## src/rtl/conv1_pkg.sv

```systemverilog
// Shared constants, widths and types for the conv1 front-end.
//   IMG_W / IMG_H       default image geometry
//   KERNEL_SIZE         window edge length
//   WINDOW_SIZE         pixels per window
//   ROW_W/COL_W/WIN_W   counter widths at the default geometry
//   state_t             sequencer state encoding (IDLE, RUN, DONE)
//   window_t            3x3 window payload, one packed row per field
package conv1_pkg;

  localparam int unsigned IMG_W       = 28;
  localparam int unsigned IMG_H       = 28;
  localparam int unsigned KERNEL_SIZE = 3;
  localparam int unsigned WINDOW_SIZE = KERNEL_SIZE * KERNEL_SIZE;

  // Bits needed to hold 0..n-1, never less than one.
  function automatic int unsigned bits_for(input int unsigned n);
    return (n > 1) ? $clog2(n) : 1;
  endfunction

  localparam int unsigned ROW_W = bits_for(IMG_H);
  localparam int unsigned COL_W = bits_for(IMG_W);
  localparam int unsigned WIN_W = bits_for((IMG_W - 2) * (IMG_H - 2));

  // Sequencer state encoding.
  typedef logic [1:0] state_t;
  localparam state_t IDLE = 2'd0;
  localparam state_t RUN  = 2'd1;
  localparam state_t DONE = 2'd2;

  // Bit [0] of each row is the newest column.
  typedef struct packed {
    logic [KERNEL_SIZE-1:0] top;
    logic [KERNEL_SIZE-1:0] mid;
    logic [KERNEL_SIZE-1:0] bot;
  } window_t;

endpackage

```

## src/rtl/line_buffer.sv

```systemverilog
// One-bit shift register holding one image row.
//   clk, rst_n  clock, async active-low reset
//   shift_en    advance by one position
//   din         bit shifted in
//   dout        bit shifted in DEPTH advances ago
module line_buffer #(
  parameter int unsigned DEPTH = 28
) (
  input  logic clk,
  input  logic rst_n,
  input  logic shift_en,
  input  logic din,
  output logic dout
);

  logic [DEPTH-1:0] sr_q;

  // Row storage; reset only to keep simulation free of X.
  always_ff @(posedge clk or negedge rst_n) begin
    if (!rst_n) begin
      sr_q <= '0;
    end else if (shift_en) begin
      sr_q <= {sr_q[DEPTH-2:0], din};
    end
  end

  assign dout = sr_q[DEPTH-1];

endmodule

```

## src/rtl/conv1_window_ctrl.sv

```systemverilog
// Raster-stream to 3x3 window sequencer feeding the conv1 datapath.
//   clk, rst_n        clock, async active-low reset
//   pixel_in/valid_in binarised pixel stream, accepted when valid_in && ready_in
//   ready_in          low only in the single DONE cycle between frames
//   pixel_0..pixel_8  registered window, row-major, pixel_8 newest
//   valid_out_buf     one-cycle strobe per fully in-image window
//   win_idx           raster index of the window being presented
//   frame_done        one-cycle pulse alongside the last window
module conv1_window_ctrl #(
  parameter int unsigned IMG_W = conv1_pkg::IMG_W,
  parameter int unsigned IMG_H = conv1_pkg::IMG_H
) (
  input  logic clk,
  input  logic rst_n,
  input  logic pixel_in,
  input  logic valid_in,
  output logic ready_in,
  output logic pixel_0,
  output logic pixel_1,
  output logic pixel_2,
  output logic pixel_3,
  output logic pixel_4,
  output logic pixel_5,
  output logic pixel_6,
  output logic pixel_7,
  output logic pixel_8,
  output logic valid_out_buf,
  output logic [conv1_pkg::bits_for((IMG_W-2)*(IMG_H-2))-1:0] win_idx,
  output logic frame_done
);

  import conv1_pkg::*;

  localparam int unsigned CW = bits_for(IMG_W);
  localparam int unsigned RW = bits_for(IMG_H);
  localparam int unsigned WW = bits_for((IMG_W - 2) * (IMG_H - 2));

  state_t        state_q, state_d;
  logic [CW-1:0] col_q, col_d;
  logic [RW-1:0] row_q, row_d;
  logic [WW-1:0] win_idx_q, win_idx_d;
  window_t       win_q, win_d;
  logic          valid_q, valid_d;
  logic          done_q, done_d;
  logic          ready_q, ready_d;

  logic accept;
  logic last_px;
  logic tap_a;
  logic tap_b;

  // Previous row (A) and the row before it (B) at the current column.
  line_buffer #(.DEPTH(IMG_W)) u_lb_a (
    .clk      (clk),
    .rst_n    (rst_n),
    .shift_en (accept),
    .din      (pixel_in),
    .dout     (tap_a)
  );

  line_buffer #(.DEPTH(IMG_W)) u_lb_b (
    .clk      (clk),
    .rst_n    (rst_n),
    .shift_en (accept),
    .din      (tap_a),
    .dout     (tap_b)
  );

  // Next-state, counter, window and output logic.
  always_comb begin
    state_d   = state_q;
    col_d     = col_q;
    row_d     = row_q;
    win_idx_d = win_idx_q;
    win_d     = win_q;
    valid_d   = 1'b0;
    done_d    = 1'b0;

    accept  = valid_in && ready_q;
    last_px = (row_q == RW'(IMG_H - 1)) && (col_q == CW'(IMG_W - 1));

    // Index advances after each presented window; the last one of a frame
    // is presented in DONE, so that is where it returns to zero.
    if (valid_q) begin
      win_idx_d = (state_q == DONE) ? '0 : win_idx_q + WW'(1);
    end

    case (state_q)
      IDLE: begin
        if (accept) state_d = RUN;
      end
      RUN: begin
        if (accept && last_px) begin
          state_d = DONE;
          done_d  = 1'b1;
        end
      end
      DONE: begin
        state_d = IDLE;
      end
      default: begin
        state_d = IDLE;
      end
    endcase

    if (accept) begin
      if (col_q == CW'(IMG_W - 1)) begin
        col_d = '0;
        row_d = (row_q == RW'(IMG_H - 1)) ? '0 : row_q + RW'(1);
      end else begin
        col_d = col_q + CW'(1);
      end
      win_d.bot = {win_q.bot[1:0], pixel_in};
      win_d.mid = {win_q.mid[1:0], tap_a};
      win_d.top = {win_q.top[1:0], tap_b};
      // Columns 0..1 would straddle the row wrap.
      valid_d   = (row_q >= RW'(2)) && (col_q >= CW'(2));
    end

    ready_d = (state_d != DONE);
  end

  // State and output registers.
  always_ff @(posedge clk or negedge rst_n) begin
    if (!rst_n) begin
      state_q   <= IDLE;
      col_q     <= '0;
      row_q     <= '0;
      win_idx_q <= '0;
      win_q     <= '0;
      valid_q   <= 1'b0;
      done_q    <= 1'b0;
      ready_q   <= 1'b1;
    end else begin
      state_q   <= state_d;
      col_q     <= col_d;
      row_q     <= row_d;
      win_idx_q <= win_idx_d;
      win_q     <= win_d;
      valid_q   <= valid_d;
      done_q    <= done_d;
      ready_q   <= ready_d;
    end
  end

  assign ready_in      = ready_q;
  assign valid_out_buf = valid_q;
  assign win_idx       = win_idx_q;
  assign frame_done    = done_q;

  assign pixel_0 = win_q.top[2];
  assign pixel_1 = win_q.top[1];
  assign pixel_2 = win_q.top[0];
  assign pixel_3 = win_q.mid[2];
  assign pixel_4 = win_q.mid[1];
  assign pixel_5 = win_q.mid[0];
  assign pixel_6 = win_q.bot[2];
  assign pixel_7 = win_q.bot[1];
  assign pixel_8 = win_q.bot[0];

endmodule

```

## config.mk

```make
export PLATFORM = sky130hd
export DESIGN_NAME = conv1_window_ctrl
export DESIGN_NICKNAME = d
export VERILOG_FILES = /design/src/rtl/conv1_pkg.sv /design/src/rtl/line_buffer.sv /design/src/rtl/conv1_window_ctrl.sv
export SDC_FILE = /design/constraint.sdc
export NUM_CORES = 1
export LEC_CHECK = 0
export ABC_AREA = 1
export CORE_AREA = 2 2 84 78
export CTS_BUF_LIST = sky130_fd_sc_hd__clkbuf_4 sky130_fd_sc_hd__clkbuf_8
export CTS_CLUSTER_SIZE = 25
export DETAILED_ROUTE_END_ITERATION = 6
export DIE_AREA = 0 0 86 80
export PLACE_DENSITY = 0.8
export SKIP_CTS_REPAIR_TIMING = 1
export SYNTH_ARGS = -nofsm -noshare
export SYNTH_HDL_FRONTEND = slang
export SYNTH_SLANG_ARGS = --single-unit
```

## constraint.sdc

```tcl
create_clock -name clk -period 1.6 [get_ports clk]
set_clock_uncertainty 0.1 [all_clocks]
set_input_delay 0.4 -clock clk [delete_from_list [all_inputs] [get_ports clk]]
set_output_delay 0.4 -clock clk [all_outputs]
set_load 0.1 [all_outputs]
```

==> out/metrics.csv, run 1 <==
metric,value,unit
status,finished with violations,
violations,negative setup slack,
maxCapViolCount,0,
relSlewSlack,0.7977,
slowest_stage,dfstp_4,
fin_area,4439,um2
synth_cells,409,
die_y,80,um
cts_tree,built,
netlist_top_cells_count,"nand2_1, dfrtp_1, inv_1, nor2_1, nand3_1",
p_switching,0.002530,W
dieArea,6880,um2
rsz0062_at_grt,true,
fmax,601.2,MHz
final_hold_viol_count,0,
tns,-63.35,ps
fin_crit,1663,ps
yosys_warnings,0,
multi_input_area,1222,um2
ant_nets,0,
cts_buffer_depth,2,
crit_required,1100,ps
arrival,1160,ps
synthFlopType,dfrtp_1,
setup_viol,1,
worst-r2r-setup-slack,90,ps
sw_frac_of_total,0.3672,
cts.sinks,84,
grt_max_degree,49,
cp_max_fo,2,
drc,0,
start_util,0.5844,
vias,2709,
power_density,1552,nW/um2
ff_latch_area,2125,um2
max_stage_delay,640,ps
wl_per_cell,12.47,um
grt_pass1_wl,11350,um
critPathLaunchType,register,
hp-class,in2async,
combinationalPowerShare,0.312,
fin_crit_sh,1.040,
hold_ws,342.2,ps
worstSetupPathType,reg2out,
antenna_found_initial,0,
synth-edff-count,0,
synth_top_area_cell,dfrtp_1,
reg2regPathDepth,6,
via_per_inst,5.180,
dp_hpwl,4300,um
synth_top_area_share,0.5943,
die_w,86,um
core-area,5979,um2
cp-end-kind,output port,
fillers,436,
grt_use_total,0.2112,
reg2reg_from,ready_in,
io_buffers,25,
clkTransAtPathRegs,80,ps
r2r-end,col_q[1],
gr-total-overflow,0,
cp_top_family,flip-flops,
synth_seq_cells,84,
synthTopCellsByArea,"dfrtp_1, nand2_1, inv_1, nor2_1, ha_1",
syn_area,3495,um2
synthArstFlopShare,1.000,
drive_above_1_share,0.1619,
wl,6522,um
clock_power_share,0.267,
peakVddDrop,0.8915,mV
clk_latency,350,ps
crit_buf_inv,1,
syn_nets,418,
num_rows,27,
cts_root_buf,clkbuf_8,
cts-buffers-inserted,9,
critical_path.startpoint,ready_in,
antenna_cells,0,
synth.distinct_cells,27,
cts_max_level,3,
ys_seq_area_frac,0.6019,
p_seq_frac,0.422,
report.final.slew_viol_count,0,
first_pass_iters,4,
avgSynthCellArea,8.544,um2
tightest_slew,303.5,ps
post-route-worst-setup-slack,-63.35,ps
leakage,2.344,nW
place_area,4150,um2
grt_pass1_vias,2639,
finalNetCount,455,
fin_cells,523,
cp_cell_sequence,buf_12,
drt_iter0_drc,165,
power.internal,0.004361,W
dp_cells,504,
synthToLayoutAreaGrowth,27.03,%
power.total,0.006891,W
place_congestion,0.8003,
io_pins,26,
yosysMostFrequentCell,nand2_1,
-- registers in the layout, indices dropped and copies added (netlist names) --
signal / count
u_lb_a.sr_q: 28
u_lb_b.sr_q: 28
win_idx: 10
col_q: 5
row_q: 5
state_q: 2
frame_done: 1
pixel_0: 1
pixel_1: 1
pixel_2: 1
ready_in: 1
valid_out_buf: 1
-- worst max path at each step --
| stage | cells after the start | slack (ps) | end |
|---|---|---|---|
| after global routing | 1 | -90 | ready_in |
| final | 1 | -60 | ready_in |
| after floorplan | 8 | 3 | win_idx[7] |
| after global placement | 6 | -100 | col_q[0] |
| after CTS | 1 | -90 | ready_in |
| after detailed placement | 6 | -120 | col_q[0] |
-- metrics by stage --
stage,util,setup slack [ps]
floorplan,-,2.720
global placement,0.6941,-95.78
detailed placement,0.6941,-123.0
CTS,0.7357,-90.57
global route,0.7424,-93.57
finish,0.7424,-63.35
-- power groups by stage --
stage | clock, W | sequential [W] | combinational, W
2_1_floorplan | 0 | 0.00354 | 0.000684
3_3_place_gp | 0 | 0.00292 | 0.00201
3_5_place_dp | 0 | 0.00294 | 0.00208
4_1_cts | 0.00186 | 0.00290 | 0.00210
5_1_grt | 0.00195 | 0.00296 | 0.00231
6_report | 0.00184 | 0.00291 | 0.00215
-- layout by cell type (no fill, tap or decap), types with 2 or more instances in the layout --
| master | netlist | layout |
|---|---|---|
| buf_4 | 2 | 10 |
| ha_1 | 5 | 5 |
| buf_12 | 0 | 27 |
| o21ai_1 | 4 | 4 |
| clkbuf_8 | 0 | 10 |
| clkdlybuf4s50_1 | 0 | 2 |
| dfrtp_4 | 0 | 3 |
| nand3_1 | 12 | 12 |
| bufinv_16 | 0 | 3 |
| inv_1 | 24 | 24 |
| inv_2 | 4 | 3 |
| dfrtp_1 | 83 | 75 |
| a21oi_1 | 6 | 6 |
| dfrtp_2 | 0 | 5 |
| nand2_1 | 203 | 203 |
| nor2_2 | 3 | 3 |
| nand4_1 | 5 | 5 |
| nor3_1 | 4 | 4 |
| nor2_1 | 20 | 20 |
| o21ai_0 | 11 | 11 |
-- layer usage --
metal	up-vias	global-route usage	routed length [um]	share of wire
met2	61	0.3419	3185	0.49
met4	0	0.07460	82	0.013
met5	-	0	0	0
li1	1338	-	-	-
met1	1298	0.2706	2962	0.45
met3	12	0.06412	291	0.045
-- cell type report --
type / count / share of cell area
Inverter: 28 / 0.02424
Clock inverter: 6 / 0.02508
Tap cell: 72 / 0.02029
Multi-Input combinational cell: 283 / 0.2754
Sequential cell: 84 / 0.4786
Timing Repair Buffer: 40 / 0.1454
Clock buffer: 10 / 0.03100
-- cell families (layout without fill, tap and decap cells) --
kind of cell	count (synthesis)	count (layout)	share of synthesized area
AND/OR/NAND/NOR	253	253	0.2922
AO/OA/AOI/OAI	24	24	0.03581
XOR/XNOR	1	1	0.002507
flip-flops	84	84	0.6019
adder cells (fa/ha/maj)	5	5	0.01790
buffers and inverters	42	84	0.04977
Note: power is estimated with default switching activity, not from simulation.
==> inputs of run 2 (changes only) <==
ABC_AREA = not set   (was 1)
CORE_AREA = 2 2 88 81   (was 2 2 84 78)
DIE_AREA = 0 0 90 83   (was 0 0 86 80)
PLACE_DENSITY = 0.81   (was 0.8)
SYNTH_HIERARCHICAL = 1   (was not set)
==> out/metrics.csv, run 2 <==
metric,value,unit,change
finalNetCount,348,,was 455
violations,negative setup slack,,unchanged
cts_tree,built,,unchanged
clk_latency,350,ps,about the same
post-route-worst-setup-slack,-131.3,ps,was -63.35 ps
syn_area,3906,um2,was 3495 um2
grt_use_total,0.1953,,was 0.2112
tightest_slew,345.2,ps,was 303.5 ps
synth_top_area_share,0.5701,,was 0.5943
maxCapViolCount,0,,unchanged
fin_crit_sh,1.082,,was 1.040
cts.sinks,90,,was 84
cp_max_fo,2,,unchanged
synthTopCellsByArea,"dfrtp_1, mux2_4, mux2_2, nand2_1, buf_12",,"was dfrtp_1, nand2_1, inv_1, nor2_1, ha_1"
avgSynthCellArea,14.00,um2,was 8.544 um2
first_pass_iters,4,,unchanged
hold_ws,288.6,ps,was 342.2 ps
worst-r2r-setup-slack,-120,ps,was 90 ps
wl_met1,3442,um,was 2962 um
critPathLaunchType,register,,unchanged
cts_root_buf,clkbuf_8,,unchanged
ys_seq_area_frac,0.5769,,was 0.6019
ant_nets,0,,unchanged
gr-total-overflow,0,,unchanged
reg2reg_from,ready_in,,unchanged
final_core_utilization,0.7821,,was 0.7424
status,finished with violations,,unchanged
num_rows,28,,was 27
tns,-3339,ps,was -63.35 ps
via_per_inst,5.539,,was 5.180
dp_hpwl,4444,um,was 4300 um
dp_cells,400,,was 504
synth_top_area_cell,dfrtp_1,,unchanged
place_ws,-363.7,ps,was -123.0 ps
cts_max_level,3,,unchanged
cp-end-kind,output port,,unchanged
r2r-end,col_q[0],,was col_q[1]
place_congestion,0.7928,,was 0.8003
fin_cells,434,,was 523
crit_required,1100,ps,about the same
synth-edff-count,0,,unchanged
relSlewSlack,0.7699,,was 0.7977
grt_pass1_wl,11690,um,"was 11,350 um"
drt_iter0_drc,98,,was 165
worstSetupPathType,reg2out,,unchanged
final_cell_mix,"dfrtp_1, mux2_4, nand2_1, buf_12, buf_4",,"was nand2_1, dfrtp_1, buf_12, inv_1, nor2_1"
setup_viol,60,,was 1
die_y,83,um,was 80 um
slowest_stage,dfstp_4,,unchanged
peakVddDrop,0.6587,mV,was 0.8915 mV
dr_wl_met2,4166,um,was 3185 um
io_buffers,25,,unchanged
yosysMostFrequentCell,dfrtp_1,,was nand2_1
final_hold_viol_count,0,,unchanged
antenna_found_initial,0,,unchanged
layout_commonest_cell,dfrtp_1,,was nand2_1
yosys_warnings,6,,was 0
drc,0,,unchanged
vias,2404,,"was 2,709"
drive_above_1_share,0.4767,,was 0.1619
wl_per_cell,18.36,um,was 12.47 um
max_stage_delay,620,ps,was 640 ps
grt_max_degree,50,,was 49
dieArea,7470,um2,was 6880 um2
synthToLayoutAreaGrowth,30.46,%,was 27.03%
report.final.slew_viol_count,0,,unchanged
antenna_cells,0,,unchanged
fin_crit,1731,ps,was 1663 ps
grt_pass1_vias,2420,,"was 2,639"
synthArstFlopShare,1.000,,unchanged
cp_cell_sequence,buf_6 > buf_12,,was buf_12
synth_seq_cells,90,,was 84
synthFlopType,dfrtp_1,,unchanged
synth_cells,279,,was 409
arrival,1230,ps,was 1160 ps
synth.distinct_cells,38,,was 27
highest_layer,met4,,unchanged
critical_path.startpoint,ready_in,,unchanged
rsz0062_at_grt,true,,unchanged
start_util,0.5995,,was 0.5844
cts_buffer_depth,2,,unchanged
met3_length,212,um,was 291 um
setup.worst_path.end,ready_in,,unchanged
io_pins,26,,unchanged
netlist_top_cells_count,"dfrtp_1, mux2_4, nand2_1, mux2_2, a21oi_1",,"was nand2_1, dfrtp_1, inv_1, nor2_1, nand3_1"
clkTransAtPathRegs,80,ps,about the same
die_w,90,um,was 86 um
reg2regPathDepth,5,,was 6
core-area,6516,um2,was 5979 um2
syn_nets,288,,was 418
cts-buffers-inserted,9,,unchanged
leakage,2.452,nW,was 2.344 nW
hp-class,in2async,,unchanged
power_density,1285,nW/um2,was 1552 nW/um2
fmax,577.6,MHz,was 601.2 MHz
wl,7969,um,was 6522 um
[run 2: final cells by class]
| type | instances | area (um2) |
|---|---|---|
| well taps | 90 | 112.6 |
| multi-input cells | 169 | 1541 |
| flip-flops and latches | 90 | 2291 |
| repair inverters | 1 | 8.758 |
| clock inverters | 2 | 35.03 |
| inverters | 7 | 38.79 |
| clock buffers | 14 | 173.9 |
| repair buffers | 61 | 894.6 |
| fillers | 380 | 1420 |
[run 2: worst max-delay path: cells and delay by family (launching register included)]
| kind | cells | cell delay [ps] |
|---|---|---|
| DFF | 1 | 620 |
| buffers and inverters | 2 | 260 |
[run 2: metrics by stage]
stage / total power, W / cell area [um2]
floorplan: 0.004170 / 3995
global placement: 0.004665 / 4596
detailed placement: 0.004748 / 4596
CTS: 0.006345 / 4805
global route: 0.006836 / 5096
finish: 0.006548 / 5096
[run 2: layer usage]
layer,up-vias,track usage
li1,1093,-
met1,1254,0.2577
met2,44,0.3151
met3,13,0.05898
met4,0,0.05874
met5,-,0
[run 2: power breakdown]
part           internal [W]  leakage, nW  switching, W
Sequential          0.00273         1.16      0.000349
Clock              0.000859        0.111      0.000741
Combinational      0.000994         1.18      0.000873
[run 2: how the worst min path moves through the flow]
| stage | from | end | depth (start not counted) |
|---|---|---|---|
| 5_1_grt | rst_n | win_idx[9] | 2 |
| 6_report | rst_n | win_idx[9] | 2 |
| 4_1_cts | rst_n | win_idx[9] | 1 |
| 2_1_floorplan | rst_n | col_q[0] | 0 |
| 3_5_place_dp | rst_n | win_idx[9] | 1 |
| 3_3_place_gp | rst_n | win_idx[9] | 1 |
[run 2: kinds of logic (layout without fill, tap and decap cells)]
| kind of cell | after synthesis | in the layout | synth area share |
|---|---|---|---|
| flops | 90 | 90 | 0.5769 |
| simple gates | 76 | 76 | 0.1038 |
| mux | 59 | 59 | 0.2095 |
| compound gates | 26 | 26 | 0.04228 |
| buf+inv | 20 | 85 | 0.04484 |
| fa+ha+maj | 5 | 5 | 0.01602 |
| xor+xnor | 3 | 3 | 0.006728 |
